==> src/rtl/mem_store_buffer_pkg.sv <==
// rtl/mem_store_buffer_pkg.sv - shared opcodes and sizing for the DataMem store buffer
package mem_store_buffer_pkg;

    localparam logic [5:0] OP_SDW  = 6'd43;
    localparam logic [5:0] OP_IDLE = 6'd0;

    localparam int SB_DEPTH = 4;
    localparam int SB_PTR_W = 2;

endpackage

==> src/rtl/sb_match_select.sv <==
// rtl/sb_match_select.sv - youngest-match address compare for store-to-load forwarding
module sb_match_select #(
    parameter int DEPTH = 4,
    parameter int PTR_W = 2
) (
    input  logic [DEPTH-1:0]       valid,
    input  logic [DEPTH-1:0][31:0] addr,
    input  logic [DEPTH-1:0][31:0] data,
    input  logic [31:0]            ld_addr,
    input  logic [PTR_W-1:0]       wr_ptr,
    output logic                   hit,
    output logic [31:0]            hit_data
);

    logic [PTR_W-1:0] idx;

    // Walk oldest to youngest so the youngest matching entry overrides the rest.
    always_comb begin
        hit      = 1'b0;
        hit_data = 32'd0;
        idx      = '0;
        for (int k = DEPTH; k >= 1; k--) begin
            idx = wr_ptr - PTR_W'(k);
            if (valid[idx] && (addr[idx] == ld_addr)) begin
                hit      = 1'b1;
                hit_data = data[idx];
            end
        end
    end

endmodule

==> src/rtl/mem_store_buffer.sv <==
// rtl/mem_store_buffer.sv - store FIFO and DataMem port arbiter with load forwarding
module mem_store_buffer
    import mem_store_buffer_pkg::*;
#(
    parameter int DEPTH = SB_DEPTH,
    parameter int PTR_W = SB_PTR_W
) (
    input  logic        CLK,
    input  logic        RSTn,
    input  logic        st_valid,
    input  logic [31:0] st_addr,
    input  logic [31:0] st_data,
    output logic        st_ready,
    input  logic        ld_req,
    input  logic [31:0] ld_addr,
    output logic [31:0] ld_data,
    output logic        ld_hit,
    output logic [31:0] dm_addr,
    output logic [31:0] dm_data,
    output logic [5:0]  dm_opcode,
    input  logic [31:0] dm_out,
    output logic        empty
);

    localparam logic [PTR_W:0] FULL_CNT = (PTR_W+1)'(DEPTH);

    logic [DEPTH-1:0][31:0] addr_q;
    logic [DEPTH-1:0][31:0] data_q;
    logic [PTR_W-1:0]       wr_ptr;
    logic [PTR_W-1:0]       rd_ptr;
    logic [PTR_W:0]         count;

    logic                   full;
    logic                   push;
    logic                   drain;
    logic [DEPTH-1:0]       valid;
    logic                   fwd_hit;
    logic [31:0]            fwd_data;

    assign full     = (count == FULL_CNT);
    assign empty    = (count == '0);
    assign st_ready = !full;
    assign push     = st_valid && !full;
    // Loads own the shared address port; stores only drain in load-free cycles.
    assign drain    = !empty && !ld_req;

    always_ff @(posedge CLK or negedge RSTn) begin
        if (!RSTn) begin
            wr_ptr <= '0;
            rd_ptr <= '0;
            count  <= '0;
        end else begin
            if (push)
                wr_ptr <= wr_ptr + PTR_W'(1);
            if (drain)
                rd_ptr <= rd_ptr + PTR_W'(1);
            count <= count + {{PTR_W{1'b0}}, push} - {{PTR_W{1'b0}}, drain};
        end
    end

    // Entry storage needs no reset; validity comes solely from the pointers and count.
    always_ff @(posedge CLK) begin
        if (push) begin
            addr_q[wr_ptr] <= st_addr;
            data_q[wr_ptr] <= st_data;
        end
    end

    always_comb begin
        valid = '0;
        for (int i = 0; i < DEPTH; i++)
            valid[i] = ({1'b0, PTR_W'(i) - rd_ptr} < count);
    end

    sb_match_select #(
        .DEPTH (DEPTH),
        .PTR_W (PTR_W)
    ) u_match (
        .valid    (valid),
        .addr     (addr_q),
        .data     (data_q),
        .ld_addr  (ld_addr),
        .wr_ptr   (wr_ptr),
        .hit      (fwd_hit),
        .hit_data (fwd_data)
    );

    assign ld_hit  = fwd_hit;
    assign ld_data = fwd_hit ? fwd_data : dm_out;

    always_comb begin
        dm_addr   = 32'd0;
        dm_data   = 32'd0;
        dm_opcode = OP_IDLE;
        if (drain) begin
            dm_addr   = addr_q[rd_ptr];
            dm_data   = data_q[rd_ptr];
            dm_opcode = OP_SDW;
        end else if (ld_req) begin
            dm_addr   = ld_addr;
        end
    end

endmodule

==> config.mk <==
export PLATFORM = sky130hd
export DESIGN_NAME = mem_store_buffer
export DESIGN_NICKNAME = d
export VERILOG_FILES = /design/src/rtl/mem_store_buffer_pkg.sv /design/src/rtl/sb_match_select.sv /design/src/rtl/mem_store_buffer.sv
export SDC_FILE = /design/constraint.sdc
export NUM_CORES = 1
export LEC_CHECK = 0
export ABC_CLOCK_PERIOD_IN_PS = 4650
export CAP_MARGIN = 5
export CORE_ASPECT_RATIO = 1.75
export CORE_MARGIN = 2
export CORE_UTILIZATION = 52
export CTS_CLUSTER_DIAMETER = 100
export CTS_CLUSTER_SIZE = 20
export DETAILED_ROUTE_END_ITERATION = 10
export PLACE_DENSITY_LB_ADDON = 0.05
export SLEW_MARGIN = 20
export SYNTH_ARGS = -nofsm -noshare
export SYNTH_HDL_FRONTEND = slang
export SYNTH_HIERARCHICAL = 1
export SYNTH_SLANG_ARGS = --single-unit
==> constraint.sdc <==
create_clock -name CLK -period 4.65 [get_ports CLK]
set_input_delay 0.6975 -clock CLK [delete_from_list [all_inputs] [get_ports CLK]]
set_output_delay 0.6975 -clock CLK [all_outputs]
set_load 0.05 [all_outputs]
==> reports/results.ini, run 1 <==
[run_status]
run_status = complete, but fails checks
violations = negative setup slack

[timing]
skew_ns = 0.0249
final_hold_viol_count = 0
final_max_slew_viol_count = 0
worstMarginPinSlew_ns = 1.26
hold-worst-slack_ns = 0.466
rsz0062_at_grt = yes
setup_viol = 33
relSlewSlack = 0.158
setup_ws_ns = -0.521
fmax_mhz = 193
period_needed_ns = 5.17
period_share = 1.11

[flow_run]
drv_cap = 0

[floorplanning]
design.portCount = 237
core-area_mm2 = 0.0374
initial_core_util = 0.524
die_area_mm2 = 0.0393
placementRows = 94
die_h_um = 261
fp.dieW_um = 151

[routing]
vias_per_cell = 6.86
vias = 16900
postRouteAntennaNets = 0
drc = 0
wl_mm = 73.0
drt_iter0_markers = 1599
wl_per_cell_um = 29.7
dr.pass1.iters = 5

[critical_path]
rr_worst_depth = 8
crit_fanout = 10
cp-start-kind = flop
crit_required_ns = 3.95
critical_path.endpoint = ld_data[15]
arrival_ns = 4.47
r2r_slack_ns = 1.47
r2r_start = wr_ptr[0]
r2r-end = addr_q[21]
crit_type = flop to output port
cp-end-kind = output port
critPathLaunch = wr_ptr[1]

[global_routing]
grt_util_all_layers = 0.365
grt_max_degree = 111
antenna_found_initial = 1
grt_pass1_vias = 17300
grt_pass1_wl_mm = 106
gr-total-overflow = 0

[cells_and_area]
final_cells = 2460
drive_gt1_frac = 0.378
nets = 2117
syn_to_final_growth_pct = 34.6
fillers = 2706

[yosys]
seq_area_frac_synth = 0.401
synth-edff-count = 256
yosysWarnings = 6
ys.flop_type = edfxtp_1
synthCells = 1585
async_reset_ff_frac = 0.0266
synth.distinct_cells = 83
avgSynthCellArea_um2 = 12.4
ys_ff_latch = 263
syn-cell-area_mm2 = 0.0196

[pwr]
ir_worst_vdd_uv = 398
powerDensity_mw_per_mm2 = 602
p_leak_nw = 9.74

[clock_tree]
clk_root_buffer_cell = clkbuf_16
clock_sinks = 263
clockBufferDepth = 3
htree_levels = 1
cts_tree = built
holdBufCountCts = 0
cts.clk_slew.worst_paths_ns = 0.09
cts_made_buffers = 17
worstSkewPairLatency_ns = 0.54

[place]
place.port_buffers = 234
routabilityCongestion = 0.988
place_inst = 2393
dp_hpwl_mm = 51.2

[hold_path]
hp-class = input port to async pin

cells in the final DEF (no fill, tap or decap), types with 10 or more instances in the layout:
cell and count:
buf_4 278, xor2_1 36, a2111oi_2 15, edfxtp_1 256
nand2_1 59, o22ai_1 14, o31ai_1 17, nor3_1 22
xnor2_1 64, nor2_1 48, a22o_1 38, a311oi_1 14
mux4_2 111, mux2i_1 167, and2_1 40, and3_1 22
nand3_1 10, a21oi_1 15, or2_2 10, o32a_1 24
nand4_1 17, mux2_4 32, a2111oi_1 12, a41oi_1 28
buf_6 16, clkdlybuf4s50_1 133, mux2i_2 20, inv_1 18
clkbuf_16 17, a31o_2 11, mux2_2 52, a211oi_1 20
o21ai_0 15, buf_12 103
cells by family after synthesis:
group	Yosys count	synth area share
fa+ha+maj	10	0.00676
other cells	1	0.000191
xor+xnor	110	0.0491
flops	263	0.401
mux	388	0.275
simple gates	286	0.0776
compound gates	336	0.142
buf+inv	191	0.0491
flip-flops by register name, summed over array words and instances, names as in the netlist:
signal	count
wr_ptr	2
data_q	128
addr_q	128
rd_ptr	2
count	3
per-layer routing:
metal	track usage	vias up	share of wire
met1	0.405	8323	0.33
met3	0.0434	306	0.069
met5	0	-	0
met4	0.242	0	0.084
li1	-	7206	-
met2	0.651	1036	0.52
metrics by stage:
step / power [mW] / area (um2) / TNS, ns / utilization / setup slack (ns)
5_1_grt: 16.5 / 26400 / -17.58 / 0.706 / -0.596
6_report: 15.9 / 26400 / -15.63 / 0.706 / -0.521
3_5_place_dp: 13.5 / 24800 / -9.32 / 0.664 / -0.348
2_1_floorplan: 9.96 / 19800 / -0.647 / - / -0.0216
3_3_place_gp: 13.4 / 24800 / -7.94 / 0.664 / -0.307
4_1_cts: 15.5 / 26100 / -14.31 / 0.698 / -0.500
Yosys cell counts (6+ instances only):
cell type | n | area share
a22oi_1 | 7 | 0.0027
mux2i_1 | 190 | 0.097
a211oi_1 | 22 | 0.0084
a41oi_1 | 28 | 0.013
mux2_2 | 83 | 0.048
edfxtp_1 | 256 | 0.39
or4_1 | 6 | 0.0023
o31ai_1 | 19 | 0.0073
nor4_1 | 9 | 0.0029
mux4_2 | 111 | 0.13
o2bb2ai_1 | 8 | 0.0036
a21oi_1 | 15 | 0.0038
o22ai_1 | 14 | 0.0045
o32a_1 | 24 | 0.012
a31oi_1 | 8 | 0.0026
and2_1 | 40 | 0.013
a221oi_1 | 10 | 0.0045
buf_2 | 31 | 0.0079
nor2_1 | 52 | 0.010
a311oi_1 | 18 | 0.0080
a2bb2oi_1 | 7 | 0.0031
o31a_1 | 6 | 0.0027
buf_6 | 11 | 0.0063
o21ai_0 | 15 | 0.0038
nand2_1 | 62 | 0.012
nand2b_1 | 7 | 0.0022
a31o_2 | 11 | 0.0049
or2_2 | 11 | 0.0035
ha_1 | 9 | 0.0057
inv_1 | 19 | 0.0036
buf_4 | 8 | 0.0031
dfrtp_1 | 7 | 0.0089
xnor2_1 | 71 | 0.032
a22o_1 | 38 | 0.017
a2111oi_0 | 36 | 0.016
nand4_1 | 17 | 0.0054
nor3_1 | 23 | 0.0059
xor2_1 | 39 | 0.017
clkbuf_1 | 90 | 0.017
nand3_1 | 10 | 0.0026
and3_1 | 22 | 0.0070
buf_1 | 24 | 0.0046
worst min path at each step:
stage	start	to	slack (ns)	cells past startpoint
global placement	rd_ptr[1]	rd_ptr[1]	0.57	2
finish	RSTn	count[0]	0.47	1
CTS	RSTn	count[0]	0.46	1
detailed placement	rd_ptr[1]	rd_ptr[1]	0.58	2
floorplan	RSTn	count[0]	0.40	0
global route	RSTn	wr_ptr[0]	0.47	1
power by group:
group	switching (mW)	internal, mW	total, mW
Sequential	0.374	3.17	3.54
Combinational	5.80	5.03	10.8
Clock	0.824	0.683	1.51
Total	7.00	8.88	15.9
final cells by class:
class | instances | area (um2) | area share
Inverter | 20 | 75.1 | 0.00284
Timing Repair Buffer | 541 | 5890 | 0.223
Sequential cell | 263 | 7880 | 0.298
Multi-Input combinational cell | 1132 | 11500 | 0.435
Antenna cell | 1 | 2.50 | 0.0000948
Clock buffer | 22 | 444 | 0.0168
Tap cell | 480 | 601 | 0.0228
Clock inverter | 1 | 20.0 | 0.000758
worst max-delay path: stages (launching register included):
cell and delay, ns:
dfrtp_4 0.46, buf_12 0.16, buf_4 0.21, mux2i_1 0.44, buf_4 0.19, o21ai_0 0.12
a2111oi_4 0.52, nand3_4 0.13, or4b_4 0.57, buf_6 0.16, o311a_1 0.33, o22a_1 0.22
mux2_4 0.27, buf_12 0.15
what timing repair did:
item                       in CTS  in global routing
resized for setup              88                 60
cloned                          7                  0
pin swaps                      22                  9
setup buffers                  28                 10
setup endpoints to repair      33                 33
Note: power is estimated with default switching activity, not from simulation.
==> run 2: changes to the inputs <==
--- a/config.mk
+++ b/config.mk
@@ -5,6 +5,7 @@
 export SDC_FILE = /design/constraint.sdc
 export NUM_CORES = 1
 export LEC_CHECK = 0
+export ABC_AREA = 0
 export ABC_CLOCK_PERIOD_IN_PS = 4650
 export CAP_MARGIN = 5
 export CORE_ASPECT_RATIO = 1.75
==> constraint.sdc (replaced) <==
create_clock -name CLK -period 4.65 [get_ports CLK]
set_input_delay 0.93 -clock CLK [delete_from_list [all_inputs] [get_ports CLK]]
set_output_delay 0.93 -clock CLK [all_outputs]
set_load 0.05 [all_outputs]
==> reports/results.ini, run 2 (synthesis results as in run 1) <==
[cells_and_area]
final_cells = 2479
top_regs = addr_q (128), data_q (128), count (3)
nets = 2135
fin_util = 0.713
syn_to_final_growth_pct = 35.9
final_area_mm2 = 0.0267
final_cell_mix = buf_4 (275), edfxtp_1 (256), mux2i_1 (173)
drive_gt1_frac = 0.369
final_common_cell = buf_4

[timing]
fin_setup_tns_ns = -25.17
fmax_mhz = 183
period_needed_ns = 5.46
setup_viol = 33
skew_ns = 0.0168
relSlewSlack = 0.288
final_max_slew_viol_count = 0
hold-worst-slack_ns = 0.606
final_hold_viol_count = 0
rsz0062_at_grt = yes
worstMarginPinSlew_ns = 1.07
setup_ws_ns = -0.806
period_share = 1.17

[global_routing]
grt_max_degree = 69
grt_util_all_layers = 0.361
grt_pass1_vias = 17300
grt_pass1_wl_mm = 106
gr-total-overflow = 0
antenna_found_initial = 1

[pwr]
p_total_mw = 15.9
powerDensity_mw_per_mm2 = 598
ir_worst_vdd_uv = 574
p_leak_nw = 9.88

[critical_path]
arrival_ns = 4.53
slowest_delay_ns = 0.53
cp_common_cell = buf_12
path_depth = 13
crit_chain = buf_12 > buf_6 > buf_4 > mux2i_2 > o22ai_1 > nor3_1 > o211ai_1 > or4_4 > or2_2 > a211oi_1 > o32a_1 > mux2_4 > buf_12
rr_worst_depth = 6
crit_required_ns = 3.72
crit_type = flop to output port
r2r_start = wr_ptr[0]
crit_family = simple AND/OR/NAND/NOR gates
r2r-end = addr_q[32]
crit_fanout = 14
r2r_slack_ns = 1.76
worst-path-buf-inv = 4
cp-start-kind = flop
cp_slowest_cell = dfrtp_4
cp-end-kind = output port

[routing]
vias = 16700
vias_per_cell = 6.75
drt_iter0_markers = 1419
wl_per_cell_um = 28.9
dr.pass1.iters = 7
postRouteAntennaNets = 0
wl_mm = 71.7
drc = 0

[place]
place.port_buffers = 234
place_inst = 2431
dpl_cell_area_mm2 = 0.0255
dp_hpwl_mm = 52.1
place_ws_ns = -0.840
routabilityCongestion = 1.03

[run_status]
violations = negative setup slack
run_status = complete, but fails checks

[floorplanning]
initial_core_util = 0.524
die_area_mm2 = 0.0393
design.portCount = 237
fp.dieW_um = 151
placementRows = 94
core-area_mm2 = 0.0374
die_h_um = 261

[hold_path]
hp-class = flop to flop
hp-start = count[1]
holdPathEnd = count[2]
hold_depth = 2

[clock_tree]
htree_levels = 1
clockBufferDepth = 3
cts.clk_slew.worst_paths_ns = 0.09
worstSkewPairLatency_ns = 0.51
clock_sinks = 263
holdBufCountCts = 0
cts_tree = built
cts_made_buffers = 17
clk_root_buffer_cell = clkbuf_16

[flow_run]
drv_cap = 0

## run 2: changes by cell type in the layout (fill, tap and decap cells not counted), moves of 5 or more
cell | before | now
mux2i_2 | 20 | 12
xnor2_2 | 6 | 1
mux2i_1 | 167 | 173
xnor2_1 | 64 | 70
buf_12 | 103 | 129
## run 2: how the worst max path moves through the flow
stage / startpoint / endpoint / slack, ns
after global placement: ld_addr[13] / ld_data[15] / -0.88
after CTS: wr_ptr[1] / ld_data[13] / -0.79
after global routing: wr_ptr[1] / ld_data[30] / -0.93
final: wr_ptr[1] / ld_data[28] / -0.81
after floorplan: wr_ptr[1] / ld_data[0] / -0.25
after detailed placement: ld_addr[13] / ld_data[14] / -0.84
## run 2: metal layers
| layer | GRT usage | up-vias | share of wire |
|---|---|---|---|
| met4 | 0.230 | 0 | 0.079 |
| li1 | - | 7244 | - |
| met5 | 0 | - | 0 |
| met3 | 0.0369 | 253 | 0.059 |
| met1 | 0.385 | 8288 | 0.33 |
| met2 | 0.670 | 943 | 0.53 |
## run 2: power by group
part	switching, mW	internal, mW	total, mW
sequential	0.344	3.16	3.51
clock	0.796	0.680	1.48
combinational	5.80	5.16	11.0
total	6.94	9.00	15.9
## run 2: cell type report
cell class | instances | area [um2]
fill | 2649 | 10700
clock buffer | 22 | 444
inverter | 20 | 76.3
multi-input combinational | 1132 | 11300
sequential | 263 | 7880
timing repair buffer | 559 | 6300
antenna | 1 | 2.50
clock inverter | 2 | 23.8
tap | 480 | 601
## run 2: repair_timing
action	4_1_cts	5_1_grt
pin swaps	4	6
setup endpoints to repair	33	33
setup buffers	17	4
cloned	4	0
gates resized for setup	60	48
## run 2: tightest hold or removal path: cells and delay by family, from the launching register on
family | cells | cell delay, ns
flops | 1 | 0.36
xor+xnor | 1 | 0.07
buf+inv | 1 | 0.15
==> run 3: changes to the inputs <==
--- a/config.mk
+++ b/config.mk
@@ -15,6 +15,7 @@
 export CTS_CLUSTER_SIZE = 20
 export DETAILED_ROUTE_END_ITERATION = 10
 export PLACE_DENSITY_LB_ADDON = 0.05
+export SETUP_SLACK_MARGIN = 0.5
 export SLEW_MARGIN = 20
 export SYNTH_ARGS = -nofsm -noshare
 export SYNTH_HDL_FRONTEND = slang
==> reports/results.ini, run 3 (synthesis results as in run 1) <==
[run_status]
run_status = complete, but fails checks
violations = negative setup slack

[timing]
final_max_slew_viol_count = 0
setup_ws_ns = -0.801
relSlewSlack = 0.295
final_hold_viol_count = 0
period_share = 1.17
fmax_mhz = 183
worstMarginPinSlew_ns = 1.06
rsz0062_at_grt = yes
period_needed_ns = 5.45
setup_viol = 33
skew_ns = 0.0165

[clock_tree]
clockBufferDepth = 3
htree_levels = 1
clock_sinks = 263
cts_tree = built
worstSkewPairLatency_ns = 0.51
cts.clk_slew.worst_paths_ns = 0.09
clk_root_buffer_cell = clkbuf_16
holdBufCountCts = 0
cts_made_buffers = 17

[critical_path]
crit_chain = buf_12 > buf_6 > buf_4 > mux2i_2 > o2bb2ai_2 > mux2i_2 > buf_4 > nand4_1 > or4_4 > nor2_4 > buf_12 > buf_16 > a2111oi_1 > o32a_1 > mux2_4 > buf_12
arrival_ns = 4.52
cp_slowest_cell = or4_4
worst-path-buf-inv = 7
rr_worst_depth = 6
cp-end-kind = output port
cp-start-kind = flop
crit_fanout = 8
crit_required_ns = 3.72
r2r_slack_ns = 1.81
crit_family = buffers and inverters
r2r-end = addr_q[103]
r2r_start = wr_ptr[0]
critPathLaunch = wr_ptr[1]
cp_common_cell = buf_12
slowest_delay_ns = 0.60
crit_type = flop to output port

[routing]
drc = 0
dr.pass1.iters = 8
postRouteAntennaNets = 0
drt_iter0_markers = 1377
vias = 16700
vias_per_cell = 6.74
wl_per_cell_um = 28.8
wl_mm = 71.2

[floorplanning]
initial_core_util = 0.524
placementRows = 94
die_area_mm2 = 0.0393
fp.dieW_um = 151
core-area_mm2 = 0.0374
design.portCount = 237
die_h_um = 261

[global_routing]
grt_util_all_layers = 0.360
grt_pass1_vias = 17300
grt_pass1_wl_mm = 105
antenna_found_initial = 1
grt_max_degree = 69
gr-total-overflow = 0

[cells_and_area]
final_cells = 2472
drive_gt1_frac = 0.362
top_regs = addr_q (128), data_q (128), count (3)
fin_util = 0.709
nets = 2128
fillers = 2679
final_common_cell = buf_4
syn_to_final_growth_pct = 35.2
final_area_mm2 = 0.0265
final_cell_mix = buf_4 (273), edfxtp_1 (256), mux2i_1 (176)
seq_area_mm2 = 0.00788
multi_input_area_mm2 = 0.0113

[pwr]
p_leak_nw = 9.83
powerDensity_mw_per_mm2 = 599
ir_worst_vdd_uv = 572

[place]
routabilityCongestion = 1.03
dpl_cell_area_mm2 = 0.0255
place_inst = 2431
place.port_buffers = 234
dp_hpwl_mm = 52.1

[hold_path]
hp-class = flop to flop
hp-start = count[1]
holdPathEnd = count[2]
hold_depth = 2

[flow_run]
drv_cap = 0

==> run 3: changes by cell type in the layout (fill, tap and decap cells not counted), moves of 3 or more <==
cell	delta
buf_16	-3
a2111oi_2	-7
a2111oi_1	+9
mux2i_2	-3
mux2i_1	+3
==> run 3: cell type report <==
| class | instances | share of cell area |
|---|---|---|
| clock buffer | 22 | 0.0168 |
| multi-input combinational | 1132 | 0.425 |
| timing repair buffer | 552 | 0.234 |
| inverter | 20 | 0.00288 |
| antenna | 1 | 0.0000944 |
| tap | 480 | 0.0227 |
| sequential | 263 | 0.297 |
| clock inverter | 2 | 0.000897 |
==> run 3: power by group <==
| part | leakage (nW) | switching (mW) | internal (mW) |
|---|---|---|---|
| registers | 2.42 | 0.344 | 3.16 |
| logic | 7.19 | 5.75 | 5.15 |
| clock network | 0.222 | 0.799 | 0.681 |
==> run 3: what timing repair did <==
item | 4_1_cts | 5_1_grt
setup buffers | 10 | 3
endpoints found under the setup margin | 33 | 33
cloned | 2 | 1
pin swaps | 1 | 1
gates resized for setup | 67 | 23
==> run 3: per-stage QoR <==
stage          setup TNS (ns)  hold WS [ns]  power (mW)  worst slack, ns
2_1_floorplan           -8.06         0.555        9.97           -0.254
3_3_place_gp           -24.53         0.580        13.8           -0.878
3_5_place_dp           -23.79         0.601        14.0           -0.840
4_1_cts                -22.81         0.612        15.7           -0.748
5_1_grt                -27.54         0.621        16.5           -0.877
6_report               -25.07         0.604        15.9           -0.801
==> run 3: routing by layer <==
layer,GRT usage,share of wire,up-vias
met4,0.241,0.083,0
met3,0.0367,0.060,282
li1,-,-,7223
met5,0,0,-
met2,0.664,0.53,924
met1,0.383,0.32,8241
==> run 3: tightest hold or removal path: stages, from the launching register on <==
cell and delay (ns):
dfrtp_1 0.35, buf_4 0.15, xnor2_1 0.07
==> run 3: worst max path at each step <==
stage                        to  cells after the start
floorplan            ld_data[0]                     17
global placement    ld_data[15]                     14
detailed placement  ld_data[14]                     14
CTS                 ld_data[14]                     12
global route        ld_data[26]                     12
finish              ld_data[30]                     16
